File: src/rtl/ss_mapper_seq_if.sv
// Snapshot-buffer request/acknowledge bus between the save-state
// sequencer (master) and the byte-wide snapshot memory (slave).
interface ss_mapper_seq_if;
   logic       mem_req;
   logic       mem_we;
   logic [4:0] mem_addr;
   logic [7:0] mem_wdat;
   logic       mem_ack;
   logic [7:0] mem_rdat;

   modport master (
      output mem_req, mem_we, mem_addr, mem_wdat,
      input  mem_ack, mem_rdat
   );

   modport slave (
      input  mem_req, mem_we, mem_addr, mem_wdat,
      output mem_ack, mem_rdat
   );
endinterface

File: src/rtl/ss_mapper_seq.sv
// Save-state sequencer: dumps the mapper register file to a snapshot
// buffer, or restores it after checking the stored map index.
module ss_mapper_seq #(
   parameter int REG_COUNT = 16,
   parameter int IDX_ADDR  = 127,
   parameter int HOLD      = 32,
   parameter int SETTLE    = 2
) (
   input  logic       clk,
   input  logic       rst_n,
   input  logic       start_save,
   input  logic       start_load,
   output logic       ss_act,
   output logic       ss_we,
   output logic [7:0] ss_addr,
   output logic [7:0] ss_wdat,
   input  logic [7:0] ss_rdat,
   ss_mapper_seq_if.master mem,
   output logic       busy,
   output logic       done,
   output logic       err
);

   localparam int CW = 7;

   typedef enum logic [3:0] {
      IDLE, SV_ADDR, SV_MEM, LD_IDX_MEM, LD_IDX_CHK,
      LD_MEM, LD_STROBE, LD_GAP, FIN
   } state_t;

   state_t        state;
   state_t        state_nxt;
   logic [CW-1:0] cnt;
   logic [4:0]    slot;
   logic [7:0]    idx_byte;
   logic [7:0]    wdat_r;

   logic settle_end;
   logic strobe_end;
   logic last_reg;
   logic idx_slot;

   assign settle_end = (cnt == CW'(SETTLE - 1));
   assign strobe_end = (cnt == CW'(SETTLE + HOLD - 1));
   assign last_reg   = (slot == 5'(REG_COUNT - 1));
   assign idx_slot   = (slot == 5'(REG_COUNT));

   // The map-index byte lives outside the contiguous register range.
   function automatic logic [7:0] slot_addr(input logic [4:0] s);
      return (int'(s) < REG_COUNT) ? 8'(s) : 8'(IDX_ADDR);
   endfunction

   always_ff @(posedge clk) begin
      if (!rst_n) begin
         state    <= IDLE;
         cnt      <= '0;
         slot     <= '0;
         idx_byte <= '0;
         wdat_r   <= '0;
         ss_addr  <= '0;
         ss_wdat  <= '0;
         err      <= 1'b0;
      end else begin
         state <= state_nxt;
         cnt   <= (state_nxt != state) ? '0 : cnt + 1'b1;
         unique case (state)
            IDLE: begin
               if (start_save) begin
                  slot    <= '0;
                  ss_addr <= slot_addr(5'd0);
                  err     <= 1'b0;
               end else if (start_load) begin
                  slot <= 5'(REG_COUNT);
                  err  <= 1'b0;
               end
            end
            SV_ADDR: begin
               if (settle_end) wdat_r <= ss_rdat;
            end
            SV_MEM: begin
               if (mem.mem_ack && !idx_slot) begin
                  slot    <= slot + 1'b1;
                  ss_addr <= slot_addr(slot + 1'b1);
               end
            end
            LD_IDX_MEM: begin
               if (mem.mem_ack) begin
                  idx_byte <= mem.mem_rdat;
                  ss_addr  <= 8'(IDX_ADDR);
               end
            end
            LD_IDX_CHK: begin
               if (settle_end) begin
                  if (idx_byte != ss_rdat) err <= 1'b1;
                  else slot <= '0;
               end
            end
            LD_MEM: begin
               if (mem.mem_ack) begin
                  ss_wdat <= mem.mem_rdat;
                  ss_addr <= slot_addr(slot);
               end
            end
            LD_GAP: begin
               if (settle_end && !last_reg) slot <= slot + 1'b1;
            end
            default: ;
         endcase
      end
   end

   always_comb begin
      state_nxt = state;
      unique case (state)
         IDLE: begin
            if (start_save)      state_nxt = SV_ADDR;
            else if (start_load) state_nxt = LD_IDX_MEM;
         end
         SV_ADDR: begin
            if (settle_end) state_nxt = SV_MEM;
         end
         SV_MEM: begin
            if (mem.mem_ack) state_nxt = idx_slot ? FIN : SV_ADDR;
         end
         LD_IDX_MEM: begin
            if (mem.mem_ack) state_nxt = LD_IDX_CHK;
         end
         LD_IDX_CHK: begin
            if (settle_end)
               state_nxt = (idx_byte == ss_rdat) ? LD_MEM : FIN;
         end
         LD_MEM: begin
            if (mem.mem_ack) state_nxt = LD_STROBE;
         end
         LD_STROBE: begin
            if (strobe_end) state_nxt = LD_GAP;
         end
         LD_GAP: begin
            if (settle_end) state_nxt = last_reg ? FIN : LD_MEM;
         end
         FIN:     state_nxt = IDLE;
         default: state_nxt = IDLE;
      endcase
   end

   always_comb begin
      ss_act       = (state != IDLE) && (state != FIN);
      busy         = ss_act;
      done         = (state == FIN);
      ss_we        = (state == LD_STROBE) && (cnt >= CW'(SETTLE));
      mem.mem_req  = (state == SV_MEM) || (state == LD_IDX_MEM) ||
                     (state == LD_MEM);
      mem.mem_we   = (state == SV_MEM);
      mem.mem_addr = slot;
      mem.mem_wdat = wdat_r;
   end

endmodule
File: src/flat_wrapper.sv
// flat-port wrapper written by rule: the top's interface ports become plain ports
module ss_mapper_seq_flat 
#(
   parameter int REG_COUNT = 16,
   parameter int IDX_ADDR  = 127,
   parameter int HOLD      = 32,
   parameter int SETTLE    = 2
)
  (clk, rst_n, start_save, start_load, ss_act, ss_we, ss_addr, ss_wdat, ss_rdat, busy, done, err, mem_mem_req, mem_mem_we, mem_mem_addr, mem_mem_wdat, mem_mem_ack, mem_mem_rdat);
  ss_mapper_seq_if mem_i ();
  input  logic clk;
  input  logic rst_n;
  input  logic start_save;
  input  logic start_load;
  output logic ss_act;
  output logic ss_we;
  output logic [7:0] ss_addr;
  output logic [7:0] ss_wdat;
  input  logic [7:0] ss_rdat;
  output logic busy;
  output logic done;
  output logic err;
  output wire logic [$bits(mem_i.mem_req)-1:0] mem_mem_req;
  output wire logic [$bits(mem_i.mem_we)-1:0] mem_mem_we;
  output wire logic [$bits(mem_i.mem_addr)-1:0] mem_mem_addr;
  output wire logic [$bits(mem_i.mem_wdat)-1:0] mem_mem_wdat;
  input wire logic [$bits(mem_i.mem_ack)-1:0] mem_mem_ack;
  input wire logic [$bits(mem_i.mem_rdat)-1:0] mem_mem_rdat;
  assign mem_mem_req = mem_i.mem_req;
  assign mem_mem_we = mem_i.mem_we;
  assign mem_mem_addr = mem_i.mem_addr;
  assign mem_mem_wdat = mem_i.mem_wdat;
  assign mem_i.mem_ack = mem_mem_ack;
  assign mem_i.mem_rdat = mem_mem_rdat;
  ss_mapper_seq #(.REG_COUNT(REG_COUNT), .IDX_ADDR(IDX_ADDR), .HOLD(HOLD), .SETTLE(SETTLE)) u_core (.clk(clk), .rst_n(rst_n), .start_save(start_save), .start_load(start_load), .ss_act(ss_act), .ss_we(ss_we), .ss_addr(ss_addr), .ss_wdat(ss_wdat), .ss_rdat(ss_rdat), .mem(mem_i), .busy(busy), .done(done), .err(err));
endmodule
File: config.mk
export PLATFORM = sky130hd
export DESIGN_NAME = ss_mapper_seq_flat
export DESIGN_NICKNAME = d
export VERILOG_FILES = /design/src/rtl/ss_mapper_seq_if.sv /design/src/rtl/ss_mapper_seq.sv /design/src/flat_wrapper.sv
export SDC_FILE = /design/constraint.sdc
export NUM_CORES = 1
export LEC_CHECK = 0
export BUFFER_PORTS_ARGS = -buffer_cell sky130_fd_sc_hd__clkbuf_2
export CAP_MARGIN = 0
export CORE_MARGIN = 2
export CORE_UTILIZATION = 30
export CTS_CLUSTER_SIZE = 16
export DETAILED_ROUTE_END_ITERATION = 12
export HOLD_SLACK_MARGIN = 0.08
export PLACE_DENSITY = 0.52
export SYNTH_ARGS = -nofsm -noshare
export SYNTH_HDL_FRONTEND = slang
export SYNTH_SLANG_ARGS = --single-unit
File: constraint.sdc
create_clock -name clk -period 2.3 [get_ports clk]
set_clock_uncertainty 0.1 [all_clocks]
set_input_delay 0.115 -clock clk [delete_from_list [all_inputs] [get_ports clk]]
set_output_delay 0.115 -clock clk [all_outputs]
set_load 0.005 [all_outputs]
==> summary.txt <==
Worst setup path
  – Slowest Stage Delay on Critical Path: 570 ps
  – Crit end category: register
  – Reg-to-Reg Start: u_core.cnt[3]
  – WP buf/inv: 3
  – Most common cell on crit path: a21oi_1
  – Worst path depth: 8
  – Startpoint Class: input pin
  – Worst r2r path cells: 5
  – Crit path max-delay cell type: or4b_1
  – R2r setup slk: 110 ps
  – CP Max Fanout: 9
  – Crit path capture: u_core.mem.mem_addr[1]
  – Cell family with most CP delay: simple AND/OR/NAND/NOR gates
  – Crit path DAT: 2370 ps
  – CP cell instances: dlygate4sd3_1, clkbuf_2, xor2_1, nor4_1, buf_4, a21oi_1, or4b_1, a21oi_1
  – CP Class: in2reg
  – Worst setup path start: ss_rdat[7]
  – RR Endpoint: u_core.mem.mem_addr[1]
  – Req. time, crit path: 2440 ps

Timing
  – Fin. Hold Viols: 0
  – Slew Viols, Final: 0
  – Final period utilization: 97.21%
  – Relative slew slack: 56.87%
  – Hold Worst Slack: 170.5 ps
  – Crit path time final: 2236 ps
  – Slew @ Worst Pin: 646.9 ps
  – Setup violations, final: 0
  – Max Clk Rate: 447.3 MHz

Min path
  – Worst min-delay path class: in2reg

Job
  – Max cap viols: 0

Synthesis
  – Top cells by count, synth: dfxtp_1, nor2_1, mux2i_1
  – Cells after Synth: 301
  – Ranking of synthesized cells by area: dfxtp_1, mux2i_1, nor2_1
  – Post-synthesis sequential area ratio: 35.99%
  – Synth top area share: 35.99%
  – Synthesized Nets: 328
  – Post-synth EDFFs: 0
  – Synth Register Bits: 46
  – Asr flop ratio synth: 0%
  – Ys flop type: dfxtp_1
  – Mean Syn Cell Area: 8.501 µm²
  – Synth cell types: 58
  – Area leader, netlist: dfxtp_1
  – Most numerous cell in the Yosys netlist: dfxtp_1
  – Mapped Area: 2559 µm²
  – YS warnings: 0

Clocking
  – Clk slew on worst S/H paths: 90 ps
  – Cts bufs inserted: 5
  – Clk root buf: clkbuf_8
  – Htree depth: 2
  – Worst skew pair latency: 300 ps
  – TritonCTS Sinks: 46
  – CTS tree: built
  – Clk buf depth: 2

Layout
  – Final instance area: 3435 µm²
  – Ant diodes: 0
  – Share of layout cells above drive strength 1: 27.59%
  – Area delta synth->final: 34.23%
  – Fin nets: 421
  – Fillers: 847

Power
  – Peak VDD IR: 0.3027 mV
  – Pwr dens: 594.8 nW/µm²
  – Power, Total: 2.043 mW
  – Leakage: 1.486 nW

Global routing
  – Total GRT Usage: 15.79%
  – Initial antenna violation count: 0
  – Total gr overflow: 0
  – Largest net degree at the start of global routing: 35
  – First-pass GRT wire length: 11490 µm
  – Vias in the first global route: 2395

Die
  – Core Footprint: 8258 µm²
  – Die ar.: 9283 µm²
  – Die X: 96.35 µm
  – Row count: 33
  – IO Count: 57
  – Chip Height: 96.35 µm
  – Initial Utilization: 30.98%

Place
  – GPL Wtd Cong: 0.8744
  – I/O Buffers: 55
  – Detailed Place HPWL: 5171 µm
  – Area after DPL: 3118 µm²

Drt
  – Vias: 2509
  – DRC: 0
  – DR pass1 iterations: 4
  – 1st-iter DRT viols: 118
  – Vias per cell: 5.018
  – DRT antenna net count: 0
  – WL per Instance: 14.11 µm
  – Total wire length: 7054 µm

Outcome
  – Outcome: complete, no violations
[worst min path at each step]
stage,startpoint,to,slack (ps),depth (start not counted)
6_report,start_load,u_core.err,170,4
5_1_grt,start_save,u_core.mem.mem_addr[4],220,4
4_1_cts,start_load,u_core.err,150,4
3_5_place_dp,mem_mem_rdat[5],u_core.idx_byte[5],280,3
3_3_place_gp,mem_mem_rdat[4],u_core.idx_byte[4],270,3
2_1_floorplan,rst_n,u_core.state[0],140,1
[power by group]
| part | internal (mW) | switching (mW) | total (mW) |
|---|---|---|---|
| Combinational | 0.256 | 0.317 | 0.573 |
| Sequential | 0.832 | 0.0282 | 0.860 |
| Clock | 0.325 | 0.285 | 0.610 |
[worst register-to-register path: stages, from the launching register on]
cell and delay, ps:
dfxtp_1 320, or4_4 570, o31ai_4 310, nand4_4 170, or4b_1 520, a21oi_1 140
[repair_timing]
| item | 4_1_cts | 5_1_grt |
|---|---|---|
| endpoints found under the setup margin | 0 | 11 |
| endpoints found under the hold margin | 27 | 0 |
| hold buffers | 17 | 0 |
| resized for setup | 0 | 5 |
| setup buffers | 0 | 2 |
[per-layer routing]
| layer | vias up | GRT usage (%) | share of wire (%) |
|---|---|---|---|
| li1 | 1264 | - | - |
| met3 | 2 | 3.054 | 4.3 |
| met1 | 1178 | 21.58 | 49 |
| met2 | 65 | 25.69 | 46 |
| met4 | 0 | 3.638 | 0.34 |
| met5 | - | 0 | 0 |
[metrics by stage]
step | setup TNS [ps] | setup slack, ps | util (%) | cells
5_1_grt | -0.2300 | -0.2300 | 41.59 | 500
3_5_place_dp | 0 | 52.24 | 37.76 | 473
4_1_cts | 0 | 37.92 | 41.15 | 498
3_3_place_gp | 0 | 69.00 | 37.76 | 473
6_report | 0 | 64.26 | 41.59 | 500
2_1_floorplan | 0 | 44.56 | - | 301
[area by class of cell]
type                    instances  area, µm²  share of cell area [%]
multi-input cells             224       1530                   44.55
well taps                     105      131.4                   3.825
clock inverters                 2      37.54                   1.093
inverters                      11      41.29                   1.202
repair buffers                106      700.7                   20.40
clock buffers                   6      72.57                   2.113
flip-flops and latches         46      920.9                   26.81
[state kept, by name, summed over array words and instances (netlist names)]
register,cells
u_core.mem.mem_addr,5
u_core.mem.mem_wdat,8
u_core.idx_byte,8
u_core.cnt,7
u_core.ss_addr,5
u_core.state,4
u_core.err,1
u_core.ss_wdat,8
[cells in the final DEF (no fill, tap or decap), drive strengths merged, types with 4 or more instances in the layout]
cell type	Yosys	layout
dfxtp	46	46
nor2b	7	7
ha	6	6
o21ai	15	15
clkbuf	13	61
a21oi	16	16
nor3	9	9
nor4	4	4
nor2	42	42
nand4	5	5
xor2	12	12
mux2i	25	25
and3	4	4
nand3	10	10
nand2	12	12
nand3b	4	4
inv	10	10
buf	7	34
dlygate4sd3	0	17
[kinds of logic (layout without fill, tap and decap cells)]
| family | after synthesis | after routing | share of synthesized area (%) |
|---|---|---|---|
| compound gates | 57 | 57 | 15.70 |
| xor+xnor | 15 | 15 | 5.135 |
| other cells | 1 | 1 | 0.1466 |
| simple gates | 120 | 120 | 25.04 |
| mux | 25 | 25 | 9.780 |
| flops | 46 | 46 | 35.99 |
| fa+ha+maj | 6 | 6 | 2.934 |
| buf+inv | 31 | 125 | 5.281 |
Note: power is estimated with default switching activity, not from simulation.
